`src/rtl/btb_predictor.sv`:
```
// rtl/btb_predictor.sv - direct-mapped BTB next-PC predictor with saturating direction counters
//
// Purpose: predicts the next fetch PC combinationally from the fetch PC.
// Each table entry has a valid bit, a tag, a target and a direction counter.
// Resolved-branch updates from execute train the table on the clock edge.
// A forcePC redirect overrides the prediction.
//
// Optional feature: define BTB_STATS_EN to add the lookup, hit and
// mispredict statistics counters and their output ports.
//
// Ports:
//   clk, reset                   rising-edge clock, async active-high reset
//   PC                           fetch PC to predict for
//   nextPC                       predicted or forced next fetch PC
//   pred_hit / pred_taken        tag hit / predicted-taken flags for PC
//   forcePC / forcePCdata        redirect request and its target
//   upd_valid, upd_is_branch,
//   upd_pc, upd_taken,
//   upd_target, upd_mispredict   resolved-instruction update bundle
//   stat_lookups, stat_hits,
//   stat_mispredicts             statistics (BTB_STATS_EN only)
module btb_predictor #(
  parameter int WORD_SIZE   = 16,
  parameter int BTB_ENTRIES = 16,
  parameter int CNT_W       = 2,
  parameter int STAT_W      = 16,
  localparam int IDX_W      = $clog2(BTB_ENTRIES)
) (
  input  logic                 clk,
  input  logic                 reset,
  input  logic [WORD_SIZE-1:0] PC,
  output logic [WORD_SIZE-1:0] nextPC,
  output logic                 pred_hit,
  output logic                 pred_taken,
  input  logic                 forcePC,
  input  logic [WORD_SIZE-1:0] forcePCdata,
  input  logic                 upd_valid,
  input  logic                 upd_is_branch,
  input  logic [WORD_SIZE-1:0] upd_pc,
  input  logic                 upd_taken,
  input  logic [WORD_SIZE-1:0] upd_target,
  input  logic                 upd_mispredict
`ifdef BTB_STATS_EN
  ,
  output logic [STAT_W-1:0]    stat_lookups,
  output logic [STAT_W-1:0]    stat_hits,
  output logic [STAT_W-1:0]    stat_mispredicts
`endif
);

  localparam int TAG_W = WORD_SIZE - IDX_W;
  localparam logic [CNT_W-1:0] CNT_MAX  = {CNT_W{1'b1}};
  localparam logic [CNT_W-1:0] CNT_WEAK = CNT_W'(1) << (CNT_W - 1);

  logic [BTB_ENTRIES-1:0] valid_q;
  logic [TAG_W-1:0]       tag_q    [BTB_ENTRIES];
  logic [WORD_SIZE-1:0]   target_q [BTB_ENTRIES];
  logic [CNT_W-1:0]       cnt_q    [BTB_ENTRIES];

  logic [IDX_W-1:0] idx;
  logic [TAG_W-1:0] tag;
  logic [IDX_W-1:0] u_idx;
  logic [TAG_W-1:0] u_tag;
  logic             upd_hit;

  assign idx   = PC[IDX_W-1:0];
  assign tag   = PC[WORD_SIZE-1:IDX_W];
  assign u_idx = upd_pc[IDX_W-1:0];
  assign u_tag = upd_pc[WORD_SIZE-1:IDX_W];

  assign upd_hit = valid_q[u_idx] && (tag_q[u_idx] == u_tag);

  // Lookup reads registered state only, so an update on this edge is not
  // seen until the following cycle.
  always_comb begin
    pred_hit   = !reset && valid_q[idx] && (tag_q[idx] == tag);
    pred_taken = pred_hit && cnt_q[idx][CNT_W-1];
    if (reset)
      nextPC = '0;
    else if (forcePC)
      nextPC = forcePCdata;
    else if (pred_taken)
      nextPC = target_q[idx];
    else
      nextPC = PC + WORD_SIZE'(1);
  end

  // Valid bits are the only table state that needs clearing on reset;
  // stale tags/targets/counters are masked by valid=0.
  always_ff @(posedge clk or posedge reset) begin
    if (reset) begin
      valid_q <= '0;
    end else if (upd_valid) begin
      if (upd_is_branch && !upd_hit && upd_taken)
        valid_q[u_idx] <= 1'b1;
      else if (!upd_is_branch && upd_hit)
        valid_q[u_idx] <= 1'b0;
    end
  end

  // Entry payload: gated by reset so an update coinciding with reset is dropped.
  always_ff @(posedge clk) begin
    if (!reset && upd_valid && upd_is_branch) begin
      if (upd_hit) begin
        if (upd_taken) begin
          target_q[u_idx] <= upd_target;
          if (cnt_q[u_idx] != CNT_MAX)
            cnt_q[u_idx] <= cnt_q[u_idx] + CNT_W'(1);
        end else if (cnt_q[u_idx] != '0) begin
          cnt_q[u_idx] <= cnt_q[u_idx] - CNT_W'(1);
        end
      end else if (upd_taken) begin
        tag_q[u_idx]    <= u_tag;
        target_q[u_idx] <= upd_target;
        cnt_q[u_idx]    <= CNT_WEAK;
      end
    end
  end

`ifdef BTB_STATS_EN
  localparam logic [STAT_W-1:0] STAT_MAX = {STAT_W{1'b1}};

  always_ff @(posedge clk or posedge reset) begin
    if (reset) begin
      stat_lookups     <= '0;
      stat_hits        <= '0;
      stat_mispredicts <= '0;
    end else begin
      if (!forcePC && stat_lookups != STAT_MAX)
        stat_lookups <= stat_lookups + STAT_W'(1);
      if (!forcePC && pred_hit && stat_hits != STAT_MAX)
        stat_hits <= stat_hits + STAT_W'(1);
      if (upd_valid && upd_mispredict && stat_mispredicts != STAT_MAX)
        stat_mispredicts <= stat_mispredicts + STAT_W'(1);
    end
  end
`else
  logic unused_sink;
  assign unused_sink = ^{upd_mispredict, (STAT_W == 0)};
`endif

endmodule

```
`config.mk`:
```
export PLATFORM = sky130hd
export DESIGN_NAME = btb_predictor
export DESIGN_NICKNAME = d
export VERILOG_FILES = /design/src/rtl/btb_predictor.sv
export SDC_FILE = /design/constraint.sdc
export NUM_CORES = 1
export LEC_CHECK = 0
export CAP_MARGIN = 20
export CORE_MARGIN = 3
export CORE_UTILIZATION = 30
export DETAILED_ROUTE_END_ITERATION = 16
export GPL_TIMING_DRIVEN = 0
export PLACE_DENSITY = 0.41
export RECOVER_POWER = 25
export SETUP_SLACK_MARGIN = 0.1
export SLEW_MARGIN = 20
export SYNTH_ARGS = -nofsm -noshare
export SYNTH_HDL_FRONTEND = slang
export SYNTH_SLANG_ARGS = --single-unit
```
`constraint.sdc`:
```
create_clock -name clk -period 4.9 [get_ports clk]
set_input_delay 0.98 -clock clk [delete_from_list [all_inputs] [get_ports clk]]
set_output_delay 0.98 -clock clk [all_outputs]
set_load 0.01 [all_outputs]
```
==> results.md, run 1 <==
- Filler cell count: about 6,700
- # DRC: 0
- CP max stage cell: mux4_2
- Syn_nets: roughly 1,300
- CP delay by family, top: multiplexers
- Crit-path max FO: 8
- Cells after synthesis: 1,207
- Synthesis Warnings: 0
- Fmax: a little over 0.2 GHz
- Boundary pin count: 89
- Slew @ Worst Pin: 0.951 ns
- CP bufs+invs: 5
- Placed Cells incl. Taps: about 2,300
- Per-cell routed wire length: roughly 31 um
- Design Area, Final: 28,500 sq um
- WP data arrival: approximately 3.9 ns
- Post-synth top cells: edfxtp_1 (480), mux4_2 (185), nor2_1 (62)
- FP Rows: 99
- Critical Path Sink: nextPC[8]
- Largest net degree at the start of global routing: 21
- Total wire length: ~75 mm
- Initial core utilization: between 30% and 40%
- Final hold violations: 0
- Worst setup margin: -0.0150 ns
- Multi-input combinational cell area: roughly 8000 sq um
- Top-count cell post-synth: edfxtp_1
- H-tree Lvls: 2
- DP HPWL: 51.2 mm
- Leakage: 9.10 nW
- Worst slew margin: a little over a third
- Main synth FF type: edfxtp_1
- Sequential fraction of the synthesis area: roughly 66%
- Setup crit start kind: primary input
- Chip height: roughly 280 um
- CTS Buf Count: 57
- Share of the synthesized area in the top cell type: between 60% and 70%
- Vias/cell: 5.39
- WS Path Type: in -> out
- Clock slew at reported path FFs: about 0.06 ns
- Die X-Extent: ~280 um
- Final net count: around 1,500
- Outcome: finished with violations
- Post-synth ARST share: roughly 3.2%
- RSZ-0062 raised after global routing: yes
- First-pass GRT wire length: approximately 100 mm
- CP most frequent cell: mux4_2
- Gr usage total: 19.0%
- DR iter-0 viols: 1,225
- Register area: around 15,000 sq um
- Pre-CTS setup slack: -2.21 ns
- Crit share post-route: 100%
- Clock root buffer: clkbuf_16
- Layout cell share with drive strength beyond 1: 37.0%
- WP depth: 12
- Crit-path cells: buf_12 -> buf_16 -> mux4_2 -> mux4_2 -> xor2_2 -> nand4bb_4 -> nor4_4 -> buf_6 -> buf_8 -> nor3_4 -> a2111oi_4 -> buf_2
- Grt total ovfl: 0
- WP data required: just under 4 ns
- Final clock skew: around 0.040 ns
- R2R cell count: 11
- Slowest stage delay, CP: approximately 0.54 ns
- RR Endpoint: tag_q[7][2]
- Syn Area/Cell: between 15 and 20 sq um
- Core area: ~74,000 sq um
- GP Congestion: 0.812
- Detail Route Antenna Nets: 0
- Cell variety after synth: 61
- Pre-Repair DR Iteration Count: 7
- Worst Setup End Kind: output pin
- Largest cells by area after synthesis: edfxtp_1 (64%), mux4_2 (18%), mux2i_1 (2.3%)
- Final setup vio count: 1
- CTS max path bufs: 3
- Max-cap viol count: 0
- Routed vias: ~13,000
- Port bufs: 75
- Min Tclk post-route: between 4 and 5 ns
- Crit path from: PC[1]
- Non-filler cells, final: between 2,000 and 2,500
- Post-Synthesis Cell Area: between 20,000 and 25,000 sq um
- Failing checks: setup timing
- R2r setup slk: roughly 0.96 ns
- Fin Hold WS: 0.532 ns
- Register bit total from synthesis: between 400 and 500
- Vias in the first global route: 13,300
- Area after DPL: about 25,000 sq um
- Worst r2r src: tag_q[3][6]
- CTS tree: done
- Die area: approximately 78,000 sq um
- Top cell type by total area after synthesis: edfxtp_1
- Peak VDD IR: around 240 uV
- Initial antenna violation count: 5
- Clock tree sinks: about 500
- Area Overhead vs Synth: 26.5%
- Max-slew violations: 0
- Post-synth EDFFs: 480
- Latest clock arrival within the worst-skew pair: around 0.65 ns
- Hold depth: 2
- CTS Hold Buffers Added: 0
- Pwr per Cell Area: 350 nW/um^2
- Hold WC Path Type: reg -> reg
kinds of logic after synthesis:
logic type	Yosys count	share of synthesized area, %
flip-flops	496	65.8
multiplexers	245	21.5
AND/OR/NAND/NOR	222	5.05
AO/OA/AOI/OAI	100	3.58
buffers and inverters	95	2.21
XOR/XNOR	48	1.87
adder cells (fa/ha/maj)	1	0.0555
layout by cell type, fill, tap and decap left out, types with 5 or more instances in the layout:
cell type and count:
bufinv_16 6, nor2_4 32, nand2b_1 5, xor2_1 10
clkinv_2 19, o21ai_0 17, nor3_4 10, clkinv_1 15
o31ai_1 17, and3_1 7, nor3_2 6, edfxtp_1 480
xnor2_1 30, nor4_1 14, buf_16 19, nor2_1 30
clkbuf_2 9, nand3_1 20, clkbuf_1 22, a2111oi_4 10
mux4_2 188, buf_6 13, nand2_1 37, a21oi_1 7
buf_4 43, buf_12 23, dfrtp_1 16, clkdlybuf4s50_1 34
nor3_1 7, nor4_2 5, xnor2_2 6, a22oi_1 14
nor2b_1 25, buf_2 34, inv_1 5, clkbuf_16 59
dlygate4sd3_1 16, mux2i_1 48, buf_8 12
registers in the layout, summed over array words and instances, names as in the netlist, named ones only:
| register | count |
|---|---|
| target_q | 256 |
| cnt_q | 32 |
| tag_q | 192 |
stage by stage:
step	setup TNS, ns	total power [W]	util, %
2_1_floorplan	0	0.00530	-
3_5_place_dp	-619.26	0.00569	34.3
6_report	-0.0150	0.00996	38.7
5_1_grt	-0.323	0.0103	38.7
3_3_place_gp	-943.18	0.00567	33.2
4_1_cts	-0.0378	0.0100	38.2
where the power goes:
part           switching [W]  internal (W)
clock                0.00180       0.00246
sequential         0.0000281       0.00470
combinational       0.000551      0.000426
routing by layer:
layer | track usage (%) | up-vias | wire length (um)
li1 | - | 5457 | -
met3 | 3.12 | 78 | 4280
met2 | 28.7 | 418 | 33800
met4 | 3.97 | 2 | 1310
met1 | 29.0 | 7091 | 35700
met5 | 0.305 | - | 16
worst min-delay path: cells and delay by family (launching register included):
kind / cells / cell delay (ns)
DFF: 1 / 0.36
AOI/OAI and AO/OA: 2 / 0.14
final cells by class:
cell class | instances | share of cell area [%]
repair buffers | 145 | 6.26
inverters | 8 | 0.136
diodes | 2 | 0.0176
well taps | 959 | 4.21
clock inverters | 44 | 1.51
flip-flops and latches | 496 | 52.0
clock buffers | 64 | 5.10
multi-input cells | 616 | 28.1
plain buffers | 86 | 2.67
worst min-delay path by stage:
stage,startpoint,end,slack [ns]
2_1_floorplan,flip-flop,flip-flop,0.48
3_3_place_gp,flip-flop,flip-flop,0.51
3_5_place_dp,flip-flop,flip-flop,0.52
4_1_cts,flip-flop,flip-flop,0.53
5_1_grt,flip-flop,flip-flop,0.57
6_report,flip-flop,flip-flop,0.53
repair_timing:
| action | in CTS | in global routing |
|---|---|---|
| setup endpoints to repair | 450 | 160 |
| buffers inserted | 32 | 11 |
| gates resized for setup | 257 | 41 |
| pin swaps | 35 | 20 |
| gates cloned | 1 | 2 |
Note: power is estimated with default switching activity, not from simulation.
==> inputs of run 2 (changes only) <==
--- a/config.mk
+++ b/config.mk
@@ -5,6 +5,7 @@
 export SDC_FILE = /design/constraint.sdc
 export NUM_CORES = 1
 export LEC_CHECK = 0
+export ABC_AREA = 1
 export CAP_MARGIN = 20
 export CORE_MARGIN = 3
 export CORE_UTILIZATION = 30
==> results.md, run 2 <==
- Pwr per Cell Area: 353 nW/um^2
- Total wire length: around 100 mm
- R2R cell count: 17
- Switch share: between 20 and 30%
- P_sw: ~0.0027 W
- Post-synth EDFFs: 480
- CTS Hold Buffers Added: 0
- Post-synth top cells: nand2_1 (755), edfxtp_1 (480), nand3_1 (327)
- Crit-path max FO: 10
- First-pass GRT wire length: roughly 140 mm
- Share of the synthesized area in the top cell type: around three fifths
- Post-Synthesis Cell Area: approximately 24,000 sq um
- RSZ-0062 raised after global routing: no
- Main synth FF type: edfxtp_1
- WP data required: about 5.3 ns
- Commonest non-fill, non-tap cell in the layout: nand2_1
- Register share of total power: around 45%
- CP bufs+invs: 5
- CTS tree: done
- Cells after synthesis: approximately 2,500
- Hold depth: 2
- Initial core utilization: 30.4%
- Crit-path cells: clkdlybuf4s50_1 -> nand2_2 -> clkinv_1 -> buf_2 -> nand2_1 -> nand2_1 -> nor2_1 -> nand2_1 -> nor2_1 -> nand2_1 -> nor2_2 -> nand2_2 -> nand2_1 -> buf_2 -> nor2_2 -> buf_8
- H-tree Lvls: 2
- Die area: between 80,000 and 90,000 sq um
- Latest clock arrival within the worst-skew pair: 0.66 ns
- Fmax: approximately 0.22 GHz
- Port bufs: between 80 and 90
- DR iter-0 viols: ~1,800
- Pre-Repair DR Iteration Count: 5
- Max reg flops: roughly 260
- Leakage: about 12 nW
- Fin Hold WS: between 0.4 and 0.5 ns
- Final setup vio count: 0
- CTS Buf Count: 58
- Design Area, Final: around 30,000 sq um
- # DRC: 0
- Layout cell share with drive strength beyond 1: between 10% and 20%
- WS Path Type: in -> reg
- Clock tree sinks: ~500
- Pre-CTS setup slack: -1.55 ns
- Largest net degree at the start of global routing: 20
- Top-count cell post-synth: nand2_1
- Worst setup margin: between 0.2 and 0.3 ns
- FP Rows: 103
- Worst Setup End Kind: flip-flop
- Outcome: finished, final reports clean
- R2r setup slk: 1.69 ns
- Min Tclk post-route: 4.63 ns
- Largest registers: target_q (256), tag_q (192), cnt_q (32)
- CP most frequent cell: nand2_1
- Peak VDD IR: between 200 and 300 uV
- Slew @ Worst Pin: 0.996 ns
- GP Congestion: between 0.8 and 0.9
- Vias/cell: 5.21
- Top cell type by total area after synthesis: edfxtp_1
- Initial antenna violation count: 1
- Max-cap viol count: 0
- Final hold violations: 0
- Post-synth ARST share: under 10%
- Boundary pin count: between 80 and 90
- Largest cells by area after synthesis: edfxtp_1 (60%), nand2_1 (12%), nand3_1 (6.8%)
- Cell variety after synth: 41
- DP HPWL: approximately 69 mm
- Hold WC Path Type: reg -> reg
- RR Endpoint: tag_q[10][10]
- CP max stage cell: clkdlybuf4s50_1
- Max-slew violations: 0
- Logic gate share of total power: around 11%
- Worst slew margin: between 30% and 40%
- Syn Area/Cell: between 9 and 10 sq um
- Per-cell routed wire length: 26.7 um
- Register bit total from synthesis: around 500
- Part of the power in the clock network: roughly 44%
- Biggest register: target_q
- CP delay by family, top: buffers and inverters
- Sequential fraction of the synthesis area: approximately three fifths
- Clock root buffer: clkbuf_16
- P_int: 0.00782 W
- Chip height: ~290 um
- Final net count: ~2,800
- Most frequent cells in the layout: nand2_1 (747), edfxtp_1 (480), nand3_1 (301), nor2_1 (217), inv_1 (175)
- Area Overhead vs Synth: 24.0%
- Final clock skew: between 0.05 and 0.06 ns
- CTS max path bufs: 3
- Vias in the first global route: 19,900
- Syn_nets: ~2,600
- Routed vias: 19,900
- WP data arrival: between 5 and 6 ns
- Detail Route Antenna Nets: 0
- Area after DPL: between 20,000 and 30,000 sq um
- Slowest stage delay, CP: around 0.55 ns
- Gr usage total: between 20% and 30%
- Setup TNS: 0 ns
- Setup crit start kind: primary input
- Grt total ovfl: 0
- Die X-Extent: just under 300 um
- Synthesis Warnings: 0
- Final core occ: a little under two fifths
- Clock slew at reported path FFs: approximately 0.06 ns
- Crit share post-route: 94.6%
- Core area: roughly 79,000 sq um
run 2: changes by cell type in the layout (fill, tap and decap cells not counted), moves of 48 or more:
cell,previous run,this run
inv_1,5,175
mux2i_1,48,0
mux4_2,188,0
nand2_1,37,747
nand3_1,20,301
nor2_1,30,217
o21ai_0,17,96
run 2: repair_timing:
action | CTS | global route
setup buffers | 12 | 1
resized for setup | 294 | 29
cloned | 1 | 0
pin swaps | 13 | 8
endpoints found under the setup margin | 18 | 17
run 2: routing by layer:
metal,vias up,GRT usage (%),routed length (um)
li1,9067,-,-
met1,9890,31.6,43300
met2,729,40.4,48400
met3,196,2.97,5440
met4,0,10.1,4540
met5,-,0,0
run 2: power groups by stage:
stage	Sequential (W)	Clock, W	Combinational, W
4_1_cts	0.00472	0.00474	0.00117
5_1_grt	0.00473	0.00490	0.00126
3_3_place_gp	0.00481	0	0.00106
3_5_place_dp	0.00481	0	0.00107
2_1_floorplan	0.00480	0	0.000546
6_report	0.00473	0.00466	0.00117
run 2: logic make-up (layout without fill, tap and decap cells):
group / Yosys count / count (layout) / synth area share (%)
AOI/OAI and AO/OA: 274 / 274 / 7.17
xor gates and xnor gates: 12 / 12 / 0.436
adders and majority gates: 1 / 1 / 0.0519
buffers and inverters: 350 / 575 / 6.43
DFF: 496 / 496 / 61.5
other: 0 / 2 / 0
and+or+nand+nor: 1404 / 1404 / 24.4
run 2: layout make-up:
cell class / instances / area (sq um)
diodes: 2 / 5.00
plain buffers: 161 / 1380
clock buffers: 64 / 1470
clock inverters: 43 / 564
fillers: 7828 / 49400
inverters: 189 / 729
multi-input cells: 1691 / 8290
flip-flops and latches: 496 / 14800
well taps: 1050 / 1310
repair buffers: 118 / 1300
run 2: metrics by stage:
step,total power (W),cells
4_1_cts,0.0106,3811
6_report,0.0106,3814
5_1_grt,0.0109,3812
3_3_place_gp,0.00587,3669
2_1_floorplan,0.00535,2537
3_5_place_dp,0.00588,3691
run 2: worst max-delay path by stage:
| stage | startpoint | to | slack (ns) | cells after the start |
|---|---|---|---|---|
| CTS | PC[1] | nextPC[10] | 0.07 | 15 |
| detailed placement | PC[1] | nextPC[6] | -1.55 | 15 |
| global placement | upd_pc[3] | tag_q[1][11] | -2.14 | 13 |
| finish | upd_pc[3] | tag_q[10][10] | 0.27 | 16 |
| floorplan | PC[1] | nextPC[13] | 1.21 | 18 |
| global route | PC[1] | pred_taken | 0.15 | 18 |
run 2: worst min-delay path, cell delays in order (launching register included):
cell and delay [ns]:
dfrtp_1 0.35, nand2_1 0.05, nand2_1 0.05
==> inputs of run 3 (changes only) <==
--- a/config.mk
+++ b/config.mk
@@ -9,8 +9,10 @@
 export CAP_MARGIN = 20
 export CORE_MARGIN = 3
 export CORE_UTILIZATION = 30
+export CTS_CLUSTER_SIZE = 25
 export DETAILED_ROUTE_END_ITERATION = 16
 export GPL_TIMING_DRIVEN = 0
+export MAX_ROUTING_LAYER = met4
 export PLACE_DENSITY = 0.41
 export RECOVER_POWER = 25
 export SETUP_SLACK_MARGIN = 0.1
==> results.md, run 3 (synthesis results as in run 2) <==
- Clock root buffer: clkbuf_16
- CTS Buf Count: 58
- Layout cell share with drive strength beyond 1: 14.6%
- Setup crit start kind: primary input
- Latest clock arrival within the worst-skew pair: 0.66 ns
- WS Path Type: in -> out
- DP HPWL: 68.6 mm
- Area Overhead vs Synth: 23.9%
- Final hold violations: 0
- Hold WC Path Type: reg -> reg
- Detail Route Antenna Nets: 0
- Largest registers: target_q (256), tag_q (192), cnt_q (32)
- Worst setup margin: 0.120 ns
- Worst Setup End Kind: output pin
- Multi-input combinational cell area: 8290 sq um
- Leakage: between 10 and 15 nW
- Chip height: roughly 290 um
- Die X-Extent: 289 um
- Fmax: about 0.21 GHz
- Filler cell count: a little under 8,000
- Initial core utilization: about 30%
- Port bufs: between 80 and 90
- Vias in the first global route: just under 20,000
- CP max stage cell: clkdlybuf4s50_1
- Total wire length: 101 mm
- Final setup vio count: 0
- Slew @ Worst Pin: 1.03 ns
- Core area: between 70,000 and 80,000 sq um
- First-pass GRT wire length: approximately 140 mm
- Slowest stage delay, CP: around 0.53 ns
- Die area: between 80,000 and 90,000 sq um
- Per-cell routed wire length: between 20 and 30 um
- Max reg flops: roughly 260
- Peak VDD IR: ~300 uV
- GP Congestion: around 0.9
- Pwr per Cell Area: approximately 350 nW/um^2
- DR iter-0 viols: between 1,500 and 2,000
- Pre-Repair DR Iteration Count: 6
- H-tree Lvls: 2
- Routed vias: 19,900
- FP Rows: around 100
- Pre-CTS setup slack: -1.55 ns
- Final clock skew: 0.0513 ns
- Largest net degree at the start of global routing: 20
- RSZ-0062 raised after global routing: yes
- Crit-path max FO: 10
- Initial antenna violation count: 1
- Max-cap viol count: 0
- CTS tree: done
- Boundary pin count: 89
- Worst slew margin: about a third
- Clock tree sinks: between 400 and 500
- Vias/cell: between 5 and 6
- # DRC: 0
- WP data required: just under 4 ns
- Min Tclk post-route: roughly 4.8 ns
- Gr usage total: 24.8%
- Crit-path cells: clkdlybuf4s15_2 -> buf_12 -> inv_12 -> buf_12 -> nand3_1 -> nand3_1 -> nand3_2 -> nand3_1 -> nand2_1 -> nor2_1 -> nand2_1 -> nor2_4 -> buf_6 -> nand4_1 -> nand3_1 -> nand2_1 -> inv_1 -> clkdlybuf4s50_1
- Commonest non-fill, non-tap cell in the layout: nand2_1
- Outcome: finished, final reports clean
- Most frequent cells in the layout: nand2_1 (747), edfxtp_1 (480), nand3_1 (301), nor2_1 (217), inv_1 (175)
- Biggest register: target_q
- Max-slew violations: 0
- Placed Cells incl. Taps: roughly 3,700
- WP data arrival: ~3.8 ns
- CP most frequent cell: nand3_1
- Crit share post-route: roughly 98%
- CTS max path bufs: 3
- Non-filler cells, final: roughly 3,800
- Grt total ovfl: 0
- Final net count: ~2,800
- Register area: ~15,000 sq um
- Clock slew at reported path FFs: ~0.060 ns
## run 3: cell count changes in the layout (fill, tap and decap cells not counted), sizes merged
| cell | change |
|---|---|
| clkdlybuf4s50 | +1 |
| dlymetal6s2s | -1 |
## run 3: metrics by stage
step / total power, W / TNS (ns) / cell area, sq um / hold WS (ns) / utilization, %
after CTS: 0.0106 / 0 / 29800 / 0.476 / 37.6
final: 0.0106 / 0 / 29900 / 0.478 / 37.7
after floorplan: 0.00535 / 0 / 24100 / 0.442 / -
after detailed placement: 0.00588 / -39.46 / 26700 / 0.461 / 33.7
after global placement: 0.00587 / -337.46 / 26200 / 0.465 / 33.1
after global routing: 0.0109 / -0.00487 / 29900 / 0.514 / 37.7
## run 3: final cells by class
cell class,count,share of cell area [%]
sequential,496,49.6
multi-input combinational,1691,27.8
clock buffer,64,4.93
buffer,161,4.61
tap,1050,4.40
timing repair buffer,118,4.34
inverter,189,2.44
clock inverter,43,1.89
antenna,2,0.0168
## run 3: path summary, 6_finish.rpt
path / from / end / slack [ns] / cells after the start
max in group asynchronous: reset / async pin / 3.59 / 2
max reg2reg: flip-flop / tag_q[10][10] / 1.69 / 17
min reg2reg: flip-flop / flip-flop / 0.48 / 2
min in group asynchronous: reset / async pin / 0.67 / 2
max: PC[1] / nextPC[9] / 0.12 / 18
min: flip-flop / flip-flop / 0.48 / 2
## run 3: critical path, delay by kind of cell
kind,cells,cell delay (ns)
buffers and inverters,7,1.41
AND/OR/NAND/NOR,11,1.36
## run 3: timing repair
| action | CTS | global route |
|---|---|---|
| hold buffers | 0 | 0 |
| endpoints found under the setup margin | 18 | 17 |
| gates cloned | 1 | 0 |
| gates resized for setup | 294 | 28 |
| setup buffers | 12 | 1 |
| hold endpoints to repair | 0 | 0 |
| pin swaps | 13 | 7 |
## run 3: routing by layer
layer / global-route usage (%) / up-vias / routed length [um]
met2: 40.6 / 735 / 48600
met5: - / - / 0
met3: 2.87 / 194 / 5570
met1: 31.6 / 9894 / 42900
li1: - / 9065 / -
met4: 9.50 / 0 / 4290
## run 3: where the power goes
part	total, W	switching (W)	leakage (nW)	internal (W)
registers	0.00473	0.0000245	4.52	0.00470
logic	0.00118	0.000816	6.14	0.000359
clock network	0.00467	0.00191	0.984	0.00276
==> RTL change, RTL diff (config.mk and constraints of run 3) <==
The option `BTB_STATS_EN` is turned on by a define.
--- a/src/rtl/btb_predictor.sv
+++ b/src/rtl/btb_predictor.sv
@@ -19,6 +19,8 @@
 //   upd_target, upd_mispredict   resolved-instruction update bundle
 //   stat_lookups, stat_hits,
 //   stat_mispredicts             statistics (BTB_STATS_EN only)
+`define BTB_STATS_EN
+
 module btb_predictor #(
   parameter int WORD_SIZE   = 16,
   parameter int BTB_ENTRIES = 16,
New outputs: stat_hits, stat_lookups and stat_mispredicts. Check against the original RTL: not settled (the Yosys comparison gave no result); the edit may change what the design does.
==> RTL change against run 3 <==
The run now ends with max-capacitance violations, max-slew violations left; final area grew 11%; sequential share of layout area down 1.1 points; worst setup slack improved by 0.071 ns; sequential cell count up 48; via count grew 11%; wire length grew 5.1%; critical path depth is 3 lower; total power increased by 11%; sequential power grew 11%; first-iteration DRC count up 2.5%; synthesized area increased by 10%; die area is 10% higher; largest power group unchanged.
==> RTL change: results (changes against run 3) <==
drt-pass1-iter-count: 5  # was 6
clkLatencyLatePin_ns: 0.63  # was 0.66 ns
synthTopCellsByCount: "1037 x nand2_1, 480 x edfxtp_1, 223 x nor2_1"  # was 755 x nand2_1, 480 x edfxtp_1, 327 x nand3_1
grt_pass1_vias: 21260  # was 19840
grt_max_degree: 42  # was 20
grt_use_total_pct: 23.06  # was 24.82%
slew_headroom_pct: -51.18  # was 31.51%
hpwl_mm: 75.69  # was 68.63 mm
synthCells: 2888  # was 2537
fillCellCount: 8762  # was 7832
vias_per_cell: 5.110  # was 5.214
slew_violations: 42  # was 0
drv_cap: 1  # was 0
finalNetCount: 3201  # was 2787
status: "complete, but fails checks"  # was completed
violations: "max-capacitance violations, max-slew violations"
synthesis.nets: 2963  # was 2609
yosysUniqueCellTypes: 45  # was 41
cts_inserted_buffers: 67  # was 58
htreeDepth: 3  # was 2
use_met3_pct: 3.229  # was 2.872%
ir_worst_vdd_uv: 241.4  # was 295.7 uV
p_sw_share_pct: 27.04  # was 26.02%
yosysSeqAreaShare_pct: 60.17  # was 61.47%
grt_pass1_wl_mm: 151.4  # was 144.1 mm
fin_cells: 4333  # was 3814
-- RTL change: kinds of logic after synthesis --
logic type | after synthesis | share of synthesized area (%)
AOI/OAI and AO/OA | 374 | 8.377
DFF | 544 | 60.17
and+or+nand+nor | 1521 | 23.18
adders and majority gates | 4 | 0.1880
buffers and inverters | 395 | 6.440
xor gates and xnor gates | 50 | 1.645
-- RTL change: timing repair --
action / in CTS / in global routing
hold endpoints to repair: 0 / 0
gates resized for setup: 288 / 23
gates cloned: 1 / 0
pin swaps: 20 / 9
hold buffers: 0 / 0
setup endpoints to repair: 18 / 145
setup buffers: 13 / 1
-- RTL change: layer usage --
layer	vias to the layer above	part of all wire, %
met5	-	0
met1	10900	46
met2	847	44
li1	10180	-
met3	211	6.1
met4	0	3.6
-- RTL change: cell type report --
class	count	share of cell area (%)
tap	1155	4.378
clock inverter	37	1.384
multi-input combinational	1949	28.38
sequential	544	48.52
clock buffer	84	5.273
buffer	155	4.158
timing repair buffer	170	5.132
inverter	239	2.775
-- RTL change: power groups by stage --
stage	Sequential, uW	Clock [uW]	Combinational (uW)
after floorplan	5340	0	669
final	5240	5020	1450
after global placement	5340	0	1340
after CTS	5240	5130	1450
after global routing	5250	5310	1570
after detailed placement	5340	0	1360
-- RTL change: worst paths after layout --
kind / to / slack [ns] / cells after the start / startpoint
worst min register to register: register / 0.49 / 2 / register
worst max-delay path: tag_q[2][10] / 0.19 / 15 / upd_pc[3]
worst max register to register: tag_q[2][10] / 1.72 / 17 / tag_q[4][1]
min in group asynchronous: stat_hits[15] / 0.85 / 2 / reset
worst min-delay path: register / 0.49 / 2 / register
max in group asynchronous: stat_mispredicts[1] / 1.56 / 3 / reset
